File: src/rtl/system_divider.sv
`default_nettype none
// ============================================================================
// Module   : system_divider
// Brief    : Register-loaded 32/16 unsigned restoring divider, one quotient
//            bit per cycle. Optional DIV_ZERO_DETECT_EN short-cuts D==0.
// Revision : 1.0 - initial release
// ============================================================================
module system_divider (
    input  logic        clk,
    input  logic        rst,
    input  logic [31:0] d_n,
    input  logic [15:0] d_d,
    input  logic        en_n,
    input  logic        en_d,
    input  logic        start,
    output logic [31:0] quotient,
    output logic [15:0] remainder,
    output logic        busy,
    output logic        done,
    output logic        dz
);

    localparam logic [1:0] c_IDLE = 2'd0;
    localparam logic [1:0] c_RUN  = 2'd1;
    localparam logic [1:0] c_DONE = 2'd2;

    logic [1:0]  r_state;
    logic [1:0]  w_state_next;
    logic [4:0]  r_cnt;
    logic [31:0] r_n;
    logic [15:0] r_d;
    logic [15:0] r_rem;
    logic [31:0] r_q;
    logic [31:0] r_quotient;
    logic [15:0] r_remainder;
    logic        r_dz;

    logic        w_accept;
    logic        w_fast_dz;
    logic        w_last;
    logic [16:0] w_t;
    logic        w_ge;
    logic [15:0] w_rem_next;
    logic [31:0] w_q_next;

    assign w_accept = start && (r_state != c_RUN);
    assign w_last   = (r_state == c_RUN) && (r_cnt == 5'd31);

`ifdef DIV_ZERO_DETECT_EN
    assign w_fast_dz = w_accept && (r_d == 16'd0);
`else
    assign w_fast_dz = 1'b0;
`endif

    // Partial remainder stays below D, so the 16-bit subtract yields the exact result.
    assign w_t        = {r_rem, r_q[31]};
    assign w_ge       = (w_t >= {1'b0, r_d});
    assign w_rem_next = w_ge ? (w_t[15:0] - r_d) : w_t[15:0];
    assign w_q_next   = {r_q[30:0], w_ge};

    always_ff @(posedge clk) begin
        if (rst) begin
            r_state <= c_IDLE;
        end else begin
            r_state <= w_state_next;
        end
    end

    always_comb begin
        w_state_next = r_state;
        busy         = 1'b0;
        done         = 1'b0;
        case (r_state)
            c_IDLE: begin
                if (w_accept) w_state_next = w_fast_dz ? c_DONE : c_RUN;
            end
            c_RUN: begin
                busy = 1'b1;
                if (w_last) w_state_next = c_DONE;
            end
            c_DONE: begin
                done = 1'b1;
                if (w_accept) w_state_next = w_fast_dz ? c_DONE : c_RUN;
                else          w_state_next = c_IDLE;
            end
            default: w_state_next = c_IDLE;
        endcase
    end

    always_ff @(posedge clk) begin
        if (rst) begin
            r_cnt       <= 5'd0;
            r_n         <= 32'd0;
            r_d         <= 16'd0;
            r_rem       <= 16'd0;
            r_q         <= 32'd0;
            r_quotient  <= 32'd0;
            r_remainder <= 16'd0;
            r_dz        <= 1'b0;
        end else begin
            // Operand loads are locked out while iterating; a same-edge load
            // with start lands after the accepted division has sampled N/D.
            if (r_state != c_RUN) begin
                if (en_n) r_n <= d_n;
                if (en_d) r_d <= d_d;
            end
            if (w_accept) begin
                if (w_fast_dz) begin
                    r_quotient  <= 32'hFFFF_FFFF;
                    r_remainder <= r_n[15:0];
                    r_dz        <= 1'b1;
                end else begin
                    r_rem <= 16'd0;
                    r_q   <= r_n;
                    r_cnt <= 5'd0;
                end
            end else if (r_state == c_RUN) begin
                r_rem <= w_rem_next;
                r_q   <= w_q_next;
                r_cnt <= r_cnt + 5'd1;
                if (w_last) begin
                    r_quotient  <= w_q_next;
                    r_remainder <= w_rem_next;
                    r_dz        <= (r_d == 16'd0);
                end
            end
        end
    end

    assign quotient  = r_quotient;
    assign remainder = r_remainder;
    assign dz        = r_dz;

endmodule
`default_nettype wire

File: config.mk
export PLATFORM = sky130hd
export DESIGN_NAME = system_divider
export DESIGN_NICKNAME = d
export VERILOG_FILES = /design/src/rtl/system_divider.sv
export SDC_FILE = /design/constraint.sdc
export NUM_CORES = 1
export LEC_CHECK = 0
export ABC_AREA = 1
export CORE_MARGIN = 2
export CORE_UTILIZATION = 30
export CTS_BUF_LIST = sky130_fd_sc_hd__clkbuf_2
export DETAILED_ROUTE_END_ITERATION = 10
export GPL_TIMING_DRIVEN = 0
export PLACE_DENSITY = 0.51
export SYNTH_ARGS = -nofsm -noshare
export SYNTH_HDL_FRONTEND = slang
export SYNTH_SLANG_ARGS = --single-unit
File: constraint.sdc
create_clock -name clk -period 2.42 [get_ports clk]
set_input_delay 0.242 -clock clk [delete_from_list [all_inputs] [get_ports clk]]
set_output_delay 0.242 -clock clk [all_outputs]
set_load 0.05 [all_outputs]
== After elaboration in Yosys (flattened, before gate mapping) ==
Cells that the tools add are included.

* Register bits after elaboration: 152
* Bits in latches: 0
* Memory bits (writable): 0
* Memory bits (read-only): 0
* Bits of input ports: 53
* Memories: 0

* $add $sub $neg: 2
* $mul: 0
* Divide/modulo/power cells: 0
* Order comparisons: 1
* Equal/unequal tests: 6
* Shift operators: 0
* Muxes and demuxes: 9
* Bitwise gates (word level): 1
* Reduce and logical (&&, ||, !) cells: 10

{| class="wikitable"
|+ Operators by type and width
! cell !! count
|-
| $mux 32 || 2
|-
| $ge 17x16->1 || 1
|-
| $logic_not 16->1 || 1
|-
| $mux 16 || 1
|-
| $sub 16x16->16 || 1
|-
| $pmux 2 s3 || 1
|-
| $reduce_and 2->1 || 3
|-
| $add 5x1->5 const B || 1
|-
| $eq 5x5->1 const B || 1
|-
| $mux 2 || 2
|-
| $ne 2x2->1 const B || 2
|-
| $mux 1 || 3
|-
| $reduce_and 3->1 || 1
|-
| $eq 2x1->1 const B || 1
|-
| $eq 2x2->1 const B || 1
|-
| $logic_and 1x1->1 || 2
|-
| $logic_not 2->1 || 1
|-
| $ne 2x1->1 const B || 1
|-
| $reduce_bool 2->1 || 1
|-
| $reduce_or 2->1 || 1
|-
| $not 1->1 || 1
|}

== Depth between registers and ports, before layout ==
Gate-level depths: netlist of the first run.

* Word-level depth: 4
* Mapped depth: 15

== Worst setup path before layout of the first run ==
OpenSTA, ideal clock, no wires.

* Path kind: register -> register
* Start: reg r_d[14]
* End: reg r_rem[14]
* Library setup time: 0.109 ns
* Data arrival time: 1.698 ns
* Required time: 2.311 ns
* Setup slack: 0.613 ns
* Cell stages (with the launch flop): 14
* Path buffers: 1
* Cells stage by stage: dfxtp_1 inv_1 ha_1 a21oi_1 nor2_1 nor2_1 nand2_2 nor2_8 nand2_8 buf_12 nand2_4 nand3_1 nand2_1 inv_1

* Longest elaborated chain between the ends: 2
* Elaborated cells on any way between the ends: 3

{| class="wikitable"
|+ RTL lines
! element !! line !! text
|-
| start, declared || 31 || <nowiki>logic [15:0] r_d;</nowiki>
|-
| start signal, assigned || 94 || <nowiki>r_d <= 16'd0;</nowiki>
|-
| start signal, assigned || 105 || <nowiki>if (en_d) r_d <= d_d;</nowiki>
|-
| $sub 16x16->16 / $ge 17x16->1 (equally long branches) || 58, 57 ||
|-
| $mux 16 (*) || 58 || <nowiki>assign w_rem_next = w_ge ? (w_t[15:0] - r_d) : w_t[15:0];</nowiki>
|-
| end signal, assigned || 118 || <nowiki>r_rem <= w_rem_next;</nowiki>
|-
| end, declared || 32 || <nowiki>logic [15:0] r_rem;</nowiki>
|}

Every way passes the cells marked *; elsewhere a longest branch is shown, timed or not.
A chain may end at the register's enable or synchronous reset.

== Worst setup path after layout of the first run ==
* Start: reg r_remainder[2] (netlist: remainder[2])
* End: out remainder[2]

{| class="wikitable"
|+ RTL lines
! element !! line !! text
|-
| start, declared || 35 || <nowiki>logic [15:0] r_remainder;</nowiki>
|-
| start signal, assigned || 110 || <nowiki>r_remainder <= r_n[15:0];</nowiki>
|-
| start signal, assigned || 123 || <nowiki>r_remainder <= w_rem_next;</nowiki>
|-
| end, declared || 17 || <nowiki>output logic [15:0] remainder,</nowiki>
|}

No word-level cell between the ends.

==> run summary, run 1 <==
For this block, the via count after detailed routing is 6655. Setup repair after global routing left no endpoint under its margin. The die boundary height is between 150 and 200 µm. After detailed routing, the wire length on met1 is 10.01 mm. The switching component of the power came out at roughly 2 mW. For this run, the total global-route usage over all layers was measured as 0.1658. The area of the die came out at between 20000 and 30000 µm². The number of setup violations in the final report is 0. The clock-pin transition on the worst setup and hold timing paths came out at 250 ps. Walking the worst path, the cells encountered are clkdlybuf4s50_1. The number of instances in the synthesized netlist came out at 1017. The total cell area at the placement stage came out at 8716 µm².

The number of cell rows is 57. The met2 wire length came out at 9.699 mm. The number of nets produced by synthesis is 1089. The I/O pin count is 104. The flow ran to the end, and the final reports show no timing, DRC or antenna violations. The die outline width came out at 159.8 µm. Leaving out fill and tap cells, the most frequent cells in the layout are sky130_fd_sc_hd__nand2_1, sky130_fd_sc_hd__inv_1, sky130_fd_sc_hd__dfxtp_1. The final critical-path required period came out at about 2300 ps. After routing the design area is between 8000 and 9000 µm². The path class of the tightest hold or removal check is in -> reg. The required time reported for the critical path endpoint is 2180 ps. The number of max-slew violations in the final report was 0. The routed length on met3 came out at 835 µm. The slowest stage of the critical path belongs to the cell sky130_fd_sc_hd__clkdlybuf4s50_1. Across the VDD grid, the largest voltage drop is approximately 0.26 mV. The pin count of the biggest net entering global routing is 17.

The first global-routing pass estimated about 33 mm of wire. The final worst clock skew came out at roughly 46 ps. The area of the placeable core is 24030 µm².

The final weighted congestion in routability-driven placement came out at 0.8717. The TritonCTS buffer count is 17. The synthesis-to-layout area growth came out at 23.44%. The category of the worst setup path launch point is a flip-flop.

Detailed placement ended at an HPWL of 15.93 mm. The iteration count of the initial detailed-routing pass is 5. The share of total power dissipated in combinational logic is 0.242. The path type of the worst setup path is reg -> out. The maximum fanout count along the critical path came out at 2.

The source-to-sink clock delay at the later pin of the worst-skew pair is 730 ps. Data arrives at the worst endpoint at 2040 ps. Buffers placed on the I/O ports in this run total 103. Using the TritonRoute via totals, the vias-per-cell ratio works out to 4.500. The number of remaining DRC errors came out at 0. Cell internal power was estimated by the tool at 3.610 mW.

The maximum buffer depth of the clock tree is 2. The number of post-CTS setup repair buffers came out at 0. The starting density of the core is 0.3029. The final-report hold violation count is 0. Ranked by total cell area, the synthesized netlist is headed by sky130_fd_sc_hd__dfxtp_1, sky130_fd_sc_hd__nand2_1, sky130_fd_sc_hd__inv_1, sky130_fd_sc_hd__nand3_1, sky130_fd_sc_hd__nor2_1. The utilization after layout is 0.3739. The post-route setup TNS came out at 0 ps. In this design, the stage delay of the slowest critical-path cell is 840 ps. The mean area per synthesized cell is between 7 and 8 µm². The CTS H-tree depth came out at 4.

The number of antenna violations at the first check in global routing was 1. The ratio of final minimum period to clock period is 0.9410. The cell area that synthesis handed to floorplanning was about 7300 µm².

In this design, the largest share of critical-path delay is due to buffers and inverters. The fraction of final layout cells sized beyond drive strength 1 came out at 0.08232. The library cell used most frequently in the layout, excluding fill and tap cells, is sky130_fd_sc_hd__nand2_1. Of the synthesized area, sequential elements account for 0.4180.

The register bit total from synthesis is ~150. The highest clock rate came out at 0.4392 GHz. The fraction of power consumed by the clock network came out at 0.276. The capturing element type of the critical path is an output port. The relative slew slack is 0.5951. The ratio of total power to cell area is roughly 620 nW/µm². The share of the synthesized area in the top cell type is 0.4180. The switching fraction of total power is 0.3517. Together, buffers and inverters on the worst path number 1. The clock tree from TritonCTS is yes. The DRC marker count from the first detailed-route iteration came out at 340.

The sequential power share is 0.482. At the pin with the least slew margin, the transition time is 607.3 ps. The count of synthesis-stage warnings from yosys came out at 0. The leakage power came out at 4.113 nW.

Power comes to 5.568 mW. After global routing the overflow that remains totals 0. The number of global-route vias before repair came out at 6298. CTS placed an instance of sky130_fd_sc_hd__clkbuf_2 at the clock tree root. Across the run, the number of max-cap violations was 0.

The number of distinct standard cells referenced by the synthesized netlist is 39. The wire length reported by the detailed router came out at 20.88 mm. For this run, the post-layout net count is around 1200. The number of sinks on the clock net is 152. The cell type with the highest aggregate area in the netlist is sky130_fd_sc_hd__dfxtp_1. The post-detailed-route wirelength per cell came out at 14.12 µm. The detailed router used layers up to and including met4. The remaining number of nets flagged by the antenna check after routing is 0.
## sequential cells by signal, indices dropped and copies added (netlist names)
name	cells
dz	1
r_cnt	5
r_rem	16
r_q	32
remainder	16
r_d	16
quotient	32
r_n	32
r_state	2
## layer usage
layer / up-vias / global-route usage
met4: 0 / 0.04218
met5: - / 0
li1: 3479 / -
met1: 3026 / 0.2196
met2: 131 / 0.2745
met3: 19 / 0.03636
## logic make-up (layout without fill, tap and decap cells)
| kind of cell | Yosys count | after routing | synth area share |
|---|---|---|---|
| other | 0 | 1 | 0 |
| adders and majority gates | 19 | 19 | 0.03369 |
| AOI/OAI and AO/OA | 147 | 147 | 0.1179 |
| and+or+nand+nor | 474 | 474 | 0.2989 |
| xor gates and xnor gates | 7 | 7 | 0.008422 |
| buffers and inverters | 218 | 355 | 0.1231 |
| DFF | 152 | 152 | 0.4180 |
## final timing paths
| kind | cells after the start | from | slack [ps] | end |
|---|---|---|---|---|
| worst max-delay path | 1 | remainder[2] | 140 | remainder[2] |
| worst min register to register | 2 | r_n[17] | 480 | r_n[17] |
| worst min-delay path | 3 | d_n[13] | 100 | r_n[13] |
| worst max register to register | 11 | r_q[31] | 220 | remainder[8] |
## power groups by stage
stage,Combinational (mW),Clock (mW),Sequential [mW]
2_1_floorplan,0.978,0,2.71
3_3_place_gp,1.34,0,2.73
3_5_place_dp,1.35,0,2.73
4_1_cts,1.36,1.59,2.69
5_1_grt,1.52,1.71,2.70
6_report,1.35,1.53,2.68
## repair_timing
action                                  in CTS  in global routing
endpoints found under the hold margin        1                  1
hold buffers                                 1                  1
endpoints found under the setup margin       2                  9
gates resized for setup                      4                  4
## area by class of cell
cell class              count  area [µm²]
diodes                      1       2.502
plain buffers              50       266.5
clock buffers              18       90.09
clock inverters            14       162.7
fillers                  2629       15050
inverters                 168       630.6
multi-input cells         647        3341
flip-flops and latches    152        3043
well taps                 324       405.4
repair buffers            105        1045
## synthesized netlist by cell type
master and instances:
sky130_fd_sc_hd__o21ai_1 13, sky130_fd_sc_hd__inv_2 9, sky130_fd_sc_hd__or2_0 1, sky130_fd_sc_hd__nor4_1 2, sky130_fd_sc_hd__clkbuf_8 4, sky130_fd_sc_hd__nor2_1 112
sky130_fd_sc_hd__fa_1 1, sky130_fd_sc_hd__xnor2_1 1, sky130_fd_sc_hd__o21a_1 3, sky130_fd_sc_hd__o221ai_1 29, sky130_fd_sc_hd__o21bai_1 1, sky130_fd_sc_hd__nand2_8 1
sky130_fd_sc_hd__or2_2 1, sky130_fd_sc_hd__buf_12 1, sky130_fd_sc_hd__nand2_4 9, sky130_fd_sc_hd__nor2_8 1, sky130_fd_sc_hd__a31oi_1 1, sky130_fd_sc_hd__ha_1 18
sky130_fd_sc_hd__xor2_1 6, sky130_fd_sc_hd__buf_2 5, sky130_fd_sc_hd__nor4_4 1, sky130_fd_sc_hd__a21oi_1 31, sky130_fd_sc_hd__nand4_1 6, sky130_fd_sc_hd__inv_1 159
sky130_fd_sc_hd__dfxtp_1 152, sky130_fd_sc_hd__buf_6 2, sky130_fd_sc_hd__o22ai_1 2, sky130_fd_sc_hd__nor2_4 2, sky130_fd_sc_hd__and2_1 1, sky130_fd_sc_hd__nor3_1 6
sky130_fd_sc_hd__o21ai_0 67, sky130_fd_sc_hd__nand2_1 213, sky130_fd_sc_hd__nand3_1 91, sky130_fd_sc_hd__nand3b_1 2, sky130_fd_sc_hd__nor2_2 6, sky130_fd_sc_hd__nand3_2 12
sky130_fd_sc_hd__nand2_2 7, sky130_fd_sc_hd__clkbuf_1 31, sky130_fd_sc_hd__buf_1 7
## metrics by stage
step | instances | hold WS [ps] | setup WS (ps)
floorplan | 1017 | 311.1 | 613.0
global placement | 1444 | 445.5 | -6.485
detailed placement | 1444 | 448.6 | 20.75
CTS | 1477 | 11.59 | 57.35
global route | 1479 | 10.28 | 32.97
finish | 1479 | 98.66 | 142.9
(Power assumes the default switching activity.)
==> inputs of run 2 (changes only) <==
CORE_MARGIN = not set   (was 2)
==> run summary, run 2 (synthesis gave the netlist of run 1 again) <==
The die outline width is 157.8 µm (-1.3%). The met2 usage is 0.2912 (+0.01667). The arrival time of data at the critical path endpoint is 2020 ps (-20 ps). The first-pass GRT wire length came out at 33.26 mm (-0.56%). The cell chosen for the clock root is sky130_fd_sc_hd__clkbuf_2. The leakage power is 4.133 nW (+0.50%). The ratio of final minimum period to clock period came out at 0.9335 (-0.007459).

The highest clock rate came out at 0.4427 GHz (+0.80%). The die boundary height is 157.8 µm (-1.3%). The top cell family by delay on the critical path is buffers and inverters. The post-route setup TNS is 0 ps (unchanged).

The DRC marker count from the first detailed-route iteration came out at 345 (+1.5%). The ratio of total power to cell area is 624.5 nW/µm² (+0.80%). The met1 usage came out at 0.2357 (+0.01607). The maximum buffer depth of the clock tree came to 2 (unchanged). The total number of nets in the final design was 1216 (+0.25%). The total congestion overflow after global routing is 0 (unchanged). The synthesis-to-layout area growth is 24.29%.

The largest vdd supply drop is 0.2768 mV (+5.4%). The final worst clock skew came out at 56.35 ps (+10.03 ps). Setup repair after global routing left no endpoint under its margin. The layout filler cell count was 2521 (-4.1%). The post-detailed-route via-to-cell ratio is 4.512 (+0.27%). The number of buffers added on ports is 103 (unchanged).

The total half-perimeter wirelength after legalization and detailed placement came out at 15.83 mm (-0.60%). The combined global-route utilization of all metal layers came to 0.1754 (+0.009582). The number of cell rows is 56 (-1.8%). The fraction of final layout cells sized beyond drive strength 1 came out at 0.08124 (-0.001078). The category of the worst setup path launch point is a flip-flop. The maximum fanout count along the critical path came out at 2 (unchanged). The total power after layout came to 5.651 mW (+1.5%). The number of max-slew violations in the final report came out at 0 (unchanged). The worst setup path is of the reg -> out kind.

The number of buffers and inverters on the critical path came out at 1 (unchanged). The relative slew slack came out at 0.5978 (+0.002720). The leading cell type in the layout, fill and taps excluded is sky130_fd_sc_hd__nand2_1. The via total after detailed routing is 6664 (+0.14%).

The layer flagged by global routing as most heavily used is met2. The starting density of the core is 0.3083 (+0.005409). The number of antenna violations at the first check in global routing was 2 (+1). The final weighted congestion in routability-driven placement is 0.9010 (+3.4%). The clock tree from TritonCTS is yes. The peak per-stage delay on the critical path is 830 ps (about the same). The I/O pin count is 104 (unchanged). The final critical-path required period is 2259 ps (-18.05 ps). The global-route track usage on met3 came out at 0.03531 (-0.001050).

The area of the placeable core came out at 23610 µm² (-1.8%). The TritonCTS buffer count came out at 17 (unchanged). The final-report hold violation count is 0 (unchanged). The remaining number of nets flagged by the antenna check after routing came to 0 (unchanged).

The transition time of the tightest slew-check pin came to 603.2 ps (-4.080 ps). The wire length reported by the detailed router came out at 20.88 mm (unchanged). The signal on the critical path passes through clkdlybuf4s50_1. The area of the die is 24890 µm² (-2.5%).

The number of remaining DRC errors was 0 (unchanged). The number of sinks on the clock net came out at 152 (unchanged). The clock-pin transition on the worst setup and hold timing paths is 310 ps (+60 ps).

The number of violations of the max-capacitance limit is 0 (unchanged). In this run the worst hold path is classified as in -> reg. The cell with the largest stage delay on the worst path is sky130_fd_sc_hd__clkdlybuf4s50_1. The post-detailed-route wirelength per cell came out at 14.14 µm (+0.14%). The pin count of the biggest net entering global routing is 19 (+2). The worst setup path is captured at an output port. The source-to-sink clock delay at the later pin of the worst-skew pair came out at 750 ps (+20 ps). The number of global-route vias before repair was 6249 (-0.78%).

The number of setup violations in the final report is 0 (unchanged). In the layout the commonest cells are sky130_fd_sc_hd__nand2_1, sky130_fd_sc_hd__inv_1, sky130_fd_sc_hd__dfxtp_1. The number of placed instances, taps included was 1439 (-0.35%). The iteration count of the initial detailed-routing pass came out at 5 (unchanged). The run finished with clean final reports.

The required time reported for the critical path endpoint is 2180 ps (about the same). The number of non-filler instances in the completed layout is 1477 (-0.14%). The CTS H-tree depth was 4 (unchanged).
run 2: per-stage QoR:
stage / hold slack, ps / util / instance area [µm²] / worst slack [ps]
global placement: 446.8 / 0.3689 / 8710 / 1.196
detailed placement: 450.2 / 0.3689 / 8710 / 9.678
finish: 75.43 / 0.3832 / 9047 / 161.0
CTS: 8.188 / 0.3825 / 9031 / 63.13
floorplan: 311.1 / - / 7279 / 613.0
global route: 2.278 / 0.3832 / 9047 / 13.60
run 2: power by group:
part | switching, mW | internal, mW
combinational | 0.871 | 0.482
clock | 1.15 | 0.460
sequential | 0.0620 | 2.62
run 2: final cells by class:
| type | count | area, µm² | area share |
|---|---|---|---|
| Multi-Input combinational cell | 647 | 3341 | 0.3692 |
| Timing Repair Buffer | 108 | 1075 | 0.1188 |
| Antenna cell | 1 | 2.502 | 0.0002766 |
| Tap cell | 319 | 399.1 | 0.04412 |
| Clock inverter | 15 | 206.4 | 0.02282 |
| Clock buffer | 17 | 85.08 | 0.009404 |
| Sequential cell | 152 | 3043 | 0.3363 |
| Buffer | 50 | 265.3 | 0.02932 |
| Inverter | 168 | 630.6 | 0.06970 |
run 2: worst paths after layout:
check	cells past startpoint	to	slack, ps	from
max	1	remainder[3]	160	remainder[3]
min reg2reg	2	quotient[29]	460	r_q[28]
max reg2reg	11	remainder[12]	230	r_q[31]
min	3	r_n[15]	80	d_n[15]
run 2: metal layers:
metal	up-vias	routed length (µm)
met5	-	12
met4	2	132
met3	12	870
met2	119	9620
met1	3040	10240
li1	3491	-
run 2: timing repair:
item                                   CTS  global route
hold buffers                             3             2
setup buffers                            0             0
endpoints found under the hold margin    3             1
setup endpoints to repair                2             1
gates resized for setup                  4             2
run 2: tightest hold or removal path, cell delays in order:
cell                              delay (ps)
sky130_fd_sc_hd__clkdlybuf4s50_1         390
sky130_fd_sc_hd__o21ai_0                 170
sky130_fd_sc_hd__nor2_1                   40
